==> src/rtl/phy_clock_switch_ctrl.sv <==
// Glitch-safe clock source sequencer for phy_clock_mux: gate off, wait, change
// select, settle, gate back on. Sole writer of the mux select.
module phy_clock_switch_ctrl #(
    parameter int NUM_CLOCKS      = 4,
    parameter int NUM_CLOCK_SEL   = 2,
    parameter int RESET_SEL       = 0,
    parameter int GATE_OFF_CYCLES = 8,
    parameter int SETTLE_CYCLES   = 8,
    parameter int CNT_W           = 8
) (
    input  logic                     clk,
    input  logic                     reset,
    input  logic                     req_valid,
    input  logic [NUM_CLOCK_SEL-1:0] req_sel,
    output logic                     req_ready,
    output logic [NUM_CLOCK_SEL-1:0] clk_sel,
    output logic                     clk_gate_en,
    output logic                     busy,
    output logic                     done,
    output logic                     err
);

    typedef enum logic [1:0] {
        IDLE     = 2'd0,
        WAIT_OFF = 2'd1,
        WAIT_ON  = 2'd2
    } state_t;

    localparam logic [NUM_CLOCK_SEL-1:0] RESET_SEL_W  = NUM_CLOCK_SEL'(RESET_SEL);
    localparam logic [NUM_CLOCK_SEL:0]   NUM_CLOCKS_W = (NUM_CLOCK_SEL + 1)'(NUM_CLOCKS);
    localparam logic [CNT_W-1:0]         GATE_OFF_LD  = CNT_W'(GATE_OFF_CYCLES - 1);
    localparam logic [CNT_W-1:0]         SETTLE_LD    = CNT_W'(SETTLE_CYCLES - 1);

    state_t                   state_reg, state_next;
    logic [CNT_W-1:0]         cnt_reg, cnt_next;
    logic [NUM_CLOCK_SEL-1:0] target_reg, target_next;
    logic [NUM_CLOCK_SEL-1:0] sel_reg, sel_next;
    logic                     gate_reg, gate_next;
    logic                     done_reg, done_next;
    logic                     err_reg, err_next;
    logic                     sel_invalid;

    // Extra bit so NUM_CLOCKS == 2**NUM_CLOCK_SEL still compares correctly.
    assign sel_invalid = ({1'b0, req_sel} >= NUM_CLOCKS_W);

    always_comb begin
        state_next  = state_reg;
        cnt_next    = cnt_reg;
        target_next = target_reg;
        sel_next    = sel_reg;
        gate_next   = gate_reg;
        done_next   = 1'b0;
        err_next    = 1'b0;
        case (state_reg)
            IDLE: begin
                if (req_valid) begin
                    if (sel_invalid) begin
                        err_next = 1'b1;
                    end else if (req_sel == sel_reg) begin
                        done_next = 1'b1;
                    end else begin
                        target_next = req_sel;
                        gate_next   = 1'b0;
                        cnt_next    = GATE_OFF_LD;
                        state_next  = WAIT_OFF;
                    end
                end
            end
            WAIT_OFF: begin
                if (cnt_reg != '0) begin
                    cnt_next = cnt_reg - 1'b1;
                end else begin
                    sel_next   = target_reg;
                    cnt_next   = SETTLE_LD;
                    state_next = WAIT_ON;
                end
            end
            WAIT_ON: begin
                if (cnt_reg != '0) begin
                    cnt_next = cnt_reg - 1'b1;
                end else begin
                    gate_next  = 1'b1;
                    done_next  = 1'b1;
                    state_next = IDLE;
                end
            end
            default: begin
                state_next = IDLE;
            end
        endcase
    end

    always_ff @(posedge clk) begin
        if (reset) begin
            state_reg  <= IDLE;
            cnt_reg    <= '0;
            target_reg <= RESET_SEL_W;
            sel_reg    <= RESET_SEL_W;
            gate_reg   <= 1'b1;
            done_reg   <= 1'b0;
            err_reg    <= 1'b0;
        end else begin
            state_reg  <= state_next;
            cnt_reg    <= cnt_next;
            target_reg <= target_next;
            sel_reg    <= sel_next;
            gate_reg   <= gate_next;
            done_reg   <= done_next;
            err_reg    <= err_next;
        end
    end

    assign req_ready   = (state_reg == IDLE);
    assign busy        = (state_reg != IDLE);
    assign clk_sel     = sel_reg;
    assign clk_gate_en = gate_reg;
    assign done        = done_reg;
    assign err         = err_reg;

endmodule

==> config.mk <==
export PLATFORM = sky130hd
export DESIGN_NAME = phy_clock_switch_ctrl
export DESIGN_NICKNAME = d
export VERILOG_FILES = /design/src/rtl/phy_clock_switch_ctrl.sv
export SDC_FILE = /design/constraint.sdc
export NUM_CORES = 1
export LEC_CHECK = 0
export ABC_AREA = 0
export CAP_MARGIN = 0
export CORE_MARGIN = 8
export CORE_UTILIZATION = 48
export CTS_CLUSTER_SIZE = 12
export DETAILED_ROUTE_END_ITERATION = 8
export GPL_ROUTABILITY_DRIVEN = 0
export GPL_TIMING_DRIVEN = 0
export PLACE_DENSITY = 0.82
export SYNTH_ARGS = -nofsm -noshare
export SYNTH_HDL_FRONTEND = slang
export SYNTH_SLANG_ARGS = --single-unit
export TNS_END_PERCENT = 10
==> constraint.sdc <==
create_clock -name clk -period 1.93 [get_ports clk]
set_input_delay 0.2895 -clock clk [delete_from_list [all_inputs] [get_ports clk]]
set_output_delay 0.2895 -clock clk [all_outputs]
set_load 0.01 [all_outputs]
# [Yosys cells after proc, flatten, opt, wreduce, memory -nomap -nowiden]
# Index checks and enable logic that the tools add are counted.
[word_totals] reg_bits=16 input_bits=5 wordCells=45
[op_classes] add_sub_neg=1 eq_ne=8 muxes=18 bitwise=2 reduce_logical=10
[ops] operator="8-bit two-way mux" count=4
[ops] operator="8-bit one-hot mux with 3 select lines" count=1
[ops] operator="4-bit AND reduction" count=3
[ops] operator="2-bit != test (second input constant)" count=5
[ops] operator="2-bit two-way mux" count=4
[ops] operator="8-bit nonzero test" count=1
[ops] operator="8-bit by 1-bit subtractor with 8-bit output (second input constant)" count=1
[ops] operator="1-bit two-way mux" count=6
[ops] operator="2-bit one-hot mux with 3 select lines" count=1
[ops] operator="1-bit one-hot mux with 2 select lines" count=2
[ops] operator="2-bit nonzero test" count=2
[ops] operator="3-bit AND reduction" count=1
[ops] operator="3-bit nonzero test" count=1
[ops] operator="2-bit by 1-bit equality test with 1-bit output (second input constant)" count=1
[ops] operator="2-bit equality test" count=1
[ops] operator="2-bit equality test (second input constant)" count=1
[ops] operator="2-bit logical NOT" count=1
[ops] operator="1-bit inverter" count=2
[ops] operator="2-bit AND reduction" count=1

# [Longest topological paths before layout]
# Gate-level depths: netlist of the first run.
[depth] depth_word=4 depth_mapped=8 mapped_depth_nobuf=7

# [Worst setup path after synthesis of the first run]
# Ideal clock, no wire load.
[synth_path] path_type="flip-flop to flip-flop" from="register state_reg[0]" to="register cnt_reg[3]" setup_ps=71 t_arrival_ps=1748 required_ps=1859 path_slack_ps=111 path_stages_with_launch=8 period_less_slack_ps=1819 path_cell_list="dfxtp_1 -> inv_1 -> ha_1 -> clkbuf_1 -> o21a_1 -> o31ai_4 -> or4b_1 -> a21oi_1"
[synth_via] elab_chain_cells=3 elab_cells_between_ends=9
[synth_rtl] item="start, declared" line="34" text="state_t state_reg, state_next;"
[synth_rtl] item="start signal, assigned" line="103" text="state_reg <= state_next;"
[synth_rtl] item="2-bit equality test, or another cell as far along" line="54" text="case (state_reg)"
[synth_rtl] item="2-bit != test (no source line) or 3-bit nonzero test (tied branches)"
[synth_rtl] item="4-bit AND reduction (no source line)"
[synth_rtl] item="end signal, assigned" line="104" text="cnt_reg <= cnt_next;"
[synth_rtl] item="end, declared" line="35" text="logic [CNT_W-1:0] cnt_reg, cnt_next;"
# Parallel ways exist; a longest one is shown, timed or not.
# A chain may end at the register's enable or synchronous reset.

# [Worst setup path in the final report of the first run]
[layout_path] from="register cnt_reg[0]" to="register cnt_reg[6]"
[layout_via] elab_chain_cells=3 elab_cells_between_ends=7
[layout_rtl] item="8-bit by 1-bit subtractor with 8-bit output or 8-bit nonzero test (tied branches)"
[layout_rtl] item="8-bit two-way mux, or another cell as far along" line="79" text="if (cnt_reg != '0) begin"
[layout_rtl] item="8-bit one-hot mux with 3 select lines or 4-bit AND reduction (tied branches)"
# Parallel ways exist; a longest one is shown, timed or not. The select of a mux whose other input is x is not followed.

==> impl_metrics.yaml, run 1 <==
global_routing:
  grt_util_all_layers_pct: 14.5
  grt_pass1_wl_um: 4040
  first_global_vias: 885
  antenna_found_initial: 0
  grt_start_max_net_pins: 11
  overflow: 0
critical_path:
  critical-path-max-stage-delay_ns: 0.50
  r2r_end: "cnt_reg[6]"
  crit_type: "reg -> reg"
  cp.required_ns: 2.10
  cp_max_fo: 6
  reg2regPathDepth: 8
  r2r-start: "cnt_reg[0]"
  r2r_slack_ns: 0.01
  start_kind: "flop"
  cp-startpoint: "cnt_reg[0]"
  crit_end: "cnt_reg[6]"
  end_kind: "flop"
  crit_arrival_ns: 2.09
  path_cells: "inv_4 > ha_4 > or4b_4 > o31ai_4 > buf_4 > a21oi_2 > nor2_1 > nor3_1"
  slowest_stage: "or4b_4"
floorplan:
  ios: 12
  die_h_um: 60.4
  die_area_um2: 3650
  core_um2: 1900
  die_width_um: 60.4
  start_util_pct: 49.7
  rows: 16
logic_synthesis:
  yosysUniqueCellTypes: 33
  syn-cell-area_um2: 946
  seq_area_frac_synth_pct: 33.9
  synth_area_per_cell_um2: 7.82
  synth_edf_count: 0
  async_flop_share_pct: 0
  synthFlopType: "dfxtp_1"
  synth-seq-cells: 16
  synthCells: 121
  synth_warnings: 0
  syn_nets: 131
timing:
  fin_hold_ws_ns: 0.489
  fin_ws_ns: 0.0132
  rsz0062_at_grt: "true"
  fmax_ghz: 0.522
  min_period_ns: 1.92
  clock_skew_ns: 0.00646
  setup_viol: 0
  tns_ns: 0
  period_share_pct: 99.3
  slew_viol_final: 0
  hold_viol: 0
  tightest_slew_ns: 0.548
  slew_headroom_pct: 63.1
place:
  place_inst: 158
  io_buffers: 10
  pre_cts_ws_ns: -0.307
  hpwl_um: 1720
clocking:
  clk_pin_slew_ns: 0.10
  cts_buffer_depth: 2
  cts_sinks: 16
  h-tree-depth: 1
  cts_tree: "yes"
  cts_made_buffers: 3
  cts_hold_buffers: 0
  insertion_delay_ns: 0.30
  cts-root-buf: "clkbuf_4"
job:
  drv_cap: 0
route:
  ant_nets: 0
  wl_per_cell_um: 15.4
  vias_per_cell: 5.82
  firstDrtPassIters: 4
  vias: 978
  wirelength_um: 2580
  route.detailed.drc: 0
  drtIter0Drc: 38
final_layout:
  area_growth_pct: 32.1
  diodes: 0
  drive_gt1_share_pct: 25.5
  instances_no_fill: 168
  largest_reg_flops: 8
  filler_cell_count: 172
  fin_nets: 152
run_status:
  status: "complete, no violations"
pwr:
  p_per_area_nw_per_um2: 857
  seq_power_share_pct: 37.5
  switchingPower_uw: 392
  p_int_uw: 679
  swShare_pct: 36.6
  clockPowerShare_pct: 21.2
  leakage_nw: 0.484
  comb_power_share_pct: 41.3
  peakVddDrop_mv: 0.764
min_path:
  hp-class: "reg -> reg"
-- worst min path at each step --
stage                  start          to  slack, ns  depth (start not counted)
6_report       target_reg[0]  clk_sel[0]       0.49                          2
3_3_place_gp   target_reg[0]  clk_sel[0]       0.46                          2
5_1_grt        target_reg[0]  clk_sel[0]       0.51                          2
3_5_place_dp   target_reg[0]  clk_sel[0]       0.47                          2
2_1_floorplan          reset  cnt_reg[2]       0.36                          1
4_1_cts        target_reg[0]  clk_sel[0]       0.49                          2
-- cell usage in the layout (no fill, tap or decap), types with 3 or more instances in the layout --
| cell | netlist | routed |
|---|---|---|
| nand2_1 | 14 | 14 |
| clkbuf_4 | 0 | 3 |
| clkdlybuf4s50_1 | 0 | 9 |
| nor3_1 | 3 | 3 |
| buf_4 | 1 | 6 |
| a21oi_1 | 18 | 17 |
| dfxtp_1 | 16 | 12 |
| o21ai_0 | 10 | 5 |
| o21ai_1 | 0 | 5 |
| nand3_1 | 4 | 4 |
| nor2_1 | 14 | 13 |
-- cells by family after synthesis --
logic type | after synthesis | share of synthesized area, %
AOI/OAI and AO/OA | 41 | 27.1
xor gates and xnor gates | 2 | 1.85
adders and majority gates | 5 | 6.61
buffers and inverters | 9 | 3.97
DFF | 16 | 33.9
muxes | 2 | 2.12
other | 1 | 0.396
and+or+nand+nor | 45 | 24.1
-- metrics by stage --
stage	utilization, %	power [mW]	cell area [um2]
floorplan	-	0.649	946
global placement	56.8	0.740	1080
detailed placement	56.8	0.755	1080
CTS	60.6	1.01	1150
global route	65.7	1.13	1250
finish	65.7	1.07	1250
-- worst max-delay path, delay by kind of cell, from the launching register on --
kind                       cells  cell delay [ns]
and+or+nand+nor                3             0.64
AOI/OAI and AO/OA              2             0.40
DFF                            1             0.37
buffers and inverters          2             0.24
adders and majority gates      1             0.14
-- Yosys cell counts (2+ instances only) --
| library cell | number | area (um2) |
|---|---|---|
| a211oi_1 | 2 | 15.0 |
| inv_1 | 5 | 18.8 |
| dfxtp_1 | 16 | 320 |
| o21ai_0 | 10 | 50.1 |
| nor2_1 | 14 | 52.6 |
| ha_1 | 5 | 62.6 |
| o21a_1 | 2 | 15.0 |
| a31oi_1 | 2 | 12.5 |
| mux2i_1 | 2 | 20.0 |
| clkbuf_1 | 3 | 11.3 |
| xor2_1 | 2 | 17.5 |
| a21oi_1 | 18 | 90.1 |
| nand2_1 | 14 | 52.6 |
| or3_1 | 2 | 12.5 |
| nand3_1 | 4 | 20.0 |
| nor3_1 | 3 | 15.0 |
-- power groups by stage --
| stage | combinational, mW | clock, mW | sequential [mW] |
|---|---|---|---|
| after global placement | 0.343 | 0 | 0.397 |
| after global routing | 0.483 | 0.242 | 0.405 |
| after detailed placement | 0.353 | 0 | 0.401 |
| final | 0.442 | 0.227 | 0.402 |
| after CTS | 0.379 | 0.230 | 0.398 |
| after floorplan | 0.255 | 0 | 0.395 |
-- final cells by class --
cell class | count | area [um2] | share of cell area [%]
Timing Repair Buffer | 16 | 148 | 11.8
Clock buffer | 4 | 36.3 | 2.90
Inverter | 5 | 21.3 | 1.70
Tap cell | 27 | 33.8 | 2.70
Sequential cell | 16 | 330 | 26.4
Buffer | 4 | 27.5 | 2.20
Multi-Input combinational cell | 96 | 653 | 52.3
-- what timing repair did --
action	in CTS	in global routing
setup buffers	0	6
endpoints found under the setup margin	14	8
resized for setup	12	23
pin swaps	2	5
-- layer usage --
metal / share of wire (%) / routed length [um] / track usage (%)
met1: 42 / 1100 / 16.5
met2: 50 / 1290 / 24.5
met3: 6.1 / 157 / 5.30
met4: 1.6 / 42 / 4.76
met5: 0 / 0 / 0
(Power assumes the default switching activity.)
==> inputs of run 2 (changes only) <==
--- a/config.mk
+++ b/config.mk
@@ -9,6 +9,7 @@
 export CAP_MARGIN = 0
 export CORE_MARGIN = 8
 export CORE_UTILIZATION = 48
+export CTS_BUF_LIST = sky130_fd_sc_hd__clkbuf_8 sky130_fd_sc_hd__clkbuf_16
 export CTS_CLUSTER_SIZE = 12
 export DETAILED_ROUTE_END_ITERATION = 8
 export GPL_ROUTABILITY_DRIVEN = 0
==> run 2 against run 1 <==
Effect of this change:
- sequential power is essentially flat
- non-clock buffer count is 2 lower
- final area grew 3.1%
- hold slack lost 0.086 ns
- power grew 8.0%
- sequential share of layout area decreased by 0.80 points
- wire length down 1.2%
- cell count shrank 1.2%
- die area did not move
- first-iteration DRC count is 13% lower
- largest power group unchanged
- combinational power up 4%
- setup slack better by 0.038 ns
==> impl_metrics.yaml, run 2 (synthesized netlist as in run 1, its figures left out) <==
run_status:
  status: "complete, no violations"
route:
  vias: 965
  vias_per_cell: 5.81
  ant_nets: 0
  wirelength_um: 2550
  firstDrtPassIters: 4
  wl_per_cell_um: 15.4
  drtIter0Drc: 33
  route.detailed.drc: 0
clocking:
  cts_buffer_depth: 2
  clk_pin_slew_ns: 0.06
  cts_hold_buffers: 0
  cts-root-buf: "clkbuf_8"
  insertion_delay_ns: 0.25
  cts_tree: "yes"
  cts_sinks: 16
  h-tree-depth: 1
  cts_made_buffers: 3
floorplan:
  ios: 12
  die_h_um: 60.4
  rows: 16
  die_area_um2: 3650
  die_width_um: 60.4
  start_util_pct: 49.7
  core_um2: 1900
critical_path:
  critical-path-max-stage-delay_ns: 0.50
  path_cells: "inv_2 > ha_4 > o21a_1 > o31ai_4 > buf_6 > or4b_1 > a21oi_1"
  crit_arrival_ns: 2.06
  path_delay_family: "simple AND/OR/NAND/NOR gates"
  cp_max_fo: 6
  end_kind: "flop"
  worst-path-buf-inv: 2
  r2r-start: "state_reg[0]"
  crit_type: "reg -> reg"
  cp-startpoint: "state_reg[0]"
  cp.required_ns: 2.11
  start_kind: "flop"
  slowest_stage: "or4b_1"
global_routing:
  grt_pass1_wl_um: 4160
  grt_util_all_layers_pct: 15.0
  first_global_vias: 904
  overflow: 0
  grt_start_max_net_pins: 11
  antenna_found_initial: 0
final_layout:
  largest_reg_flops: 8
  layout_common_cells: "17 x a21oi_1, 14 x nand2_1, 13 x nor2_1, 12 x dfxtp_1, 8 x clkdlybuf4s50_1"
  area_growth_pct: 36.2
  drive_gt1_share_pct: 25.2
  seqCellArea_um2: 330
  fin_nets: 150
  fin_area_um2: 1290
  multiInputGateArea_um2: 683
  diodes: 0
  layout_commonest_cell: "a21oi_1"
  filler_cell_count: 163
job:
  drv_cap: 0
timing:
  rsz0062_at_grt: "true"
  slew_viol_final: 0
  fmax_ghz: 0.532
  setup_viol: 0
  clock_skew_ns: 0.00327
  tightest_slew_ns: 0.644
  hold_viol: 0
  period_share_pct: 97.3
  min_period_ns: 1.88
  slew_headroom_pct: 56.6
place:
  hpwl_um: 1720
  postPlaceCellArea_um2: 1080
  io_buffers: 10
pwr:
  leakage_nw: 0.498
  finalPower_mw: 1.16
  peakVddDrop_mv: 0.597
  p_per_area_nw_per_um2: 898
min_path:
  hp-start: "req_sel[1]"
  hp-class: "in -> reg"
-- run 2: changes by cell type in the layout (fill, tap and decap cells not counted), sizes merged --
cell / change
dlymetal6s2s: +2
buf: -1
clkbuf: -1
clkdlybuf4s50: -1
dlygate4sd2: -1
-- run 2: where the power goes --
part	switching [mW]	internal [mW]	total, mW
Combinational	0.245	0.214	0.459
Sequential	0.0381	0.364	0.402
Clock	0.115	0.181	0.296
-- run 2: per-stage QoR --
step                      setup TNS [ns]  setup slack (ns)  instances  utilization, %  hold slack, ns
after floorplan                        0             0.111        121               -           0.359
after CTS                        -0.0256           -0.0114        162            62.5           0.483
after global routing             -0.0405           -0.0242        166            67.8           0.435
final                                  0            0.0512        166            67.8           0.403
after global placement            -0.785            -0.262        158            56.8           0.460
after detailed placement           -1.11            -0.307        158            56.8           0.472
-- run 2: final timing paths --
path	to	slack, ns	cells after the start
worst max-delay path	cnt_reg[3]	0.05	7
worst min-delay path	target_reg[1]	0.40	3
worst max register to register	cnt_reg[3]	0.05	7
worst min register to register	clk_sel[0]	0.48	2
-- run 2: metal layers --
layer	GRT usage (%)	vias up	wire (um)
met5	0	-	0
met4	5.10	0	33
met3	4.87	6	155
met2	26.8	34	1340
met1	16.0	459	1030
li1	-	466	-
-- run 2: what timing repair did --
action | 4_1_cts | 5_1_grt
buffers inserted | 2 | 4
gates resized for setup | 10 | 24
setup endpoints to repair | 14 | 13
pin swaps | 1 | 6
cloned | 0 | 0
endpoints found under the hold margin | 0 | 0
-- run 2: tightest hold or removal path: cells and delay by family --
family	cells	cell delay, ns
buf+inv	1	0.16
simple gates	1	0.08
mux	1	0.09
-- run 2: final cells by class --
class / count / share of cell area [%]
Sequential cell: 16 / 25.6
Timing Repair Buffer: 16 / 11.9
Inverter: 5 / 1.65
Buffer: 2 / 0.874
Multi-Input combinational cell: 96 / 53.0
Clock buffer: 4 / 4.27
Tap cell: 27 / 2.62
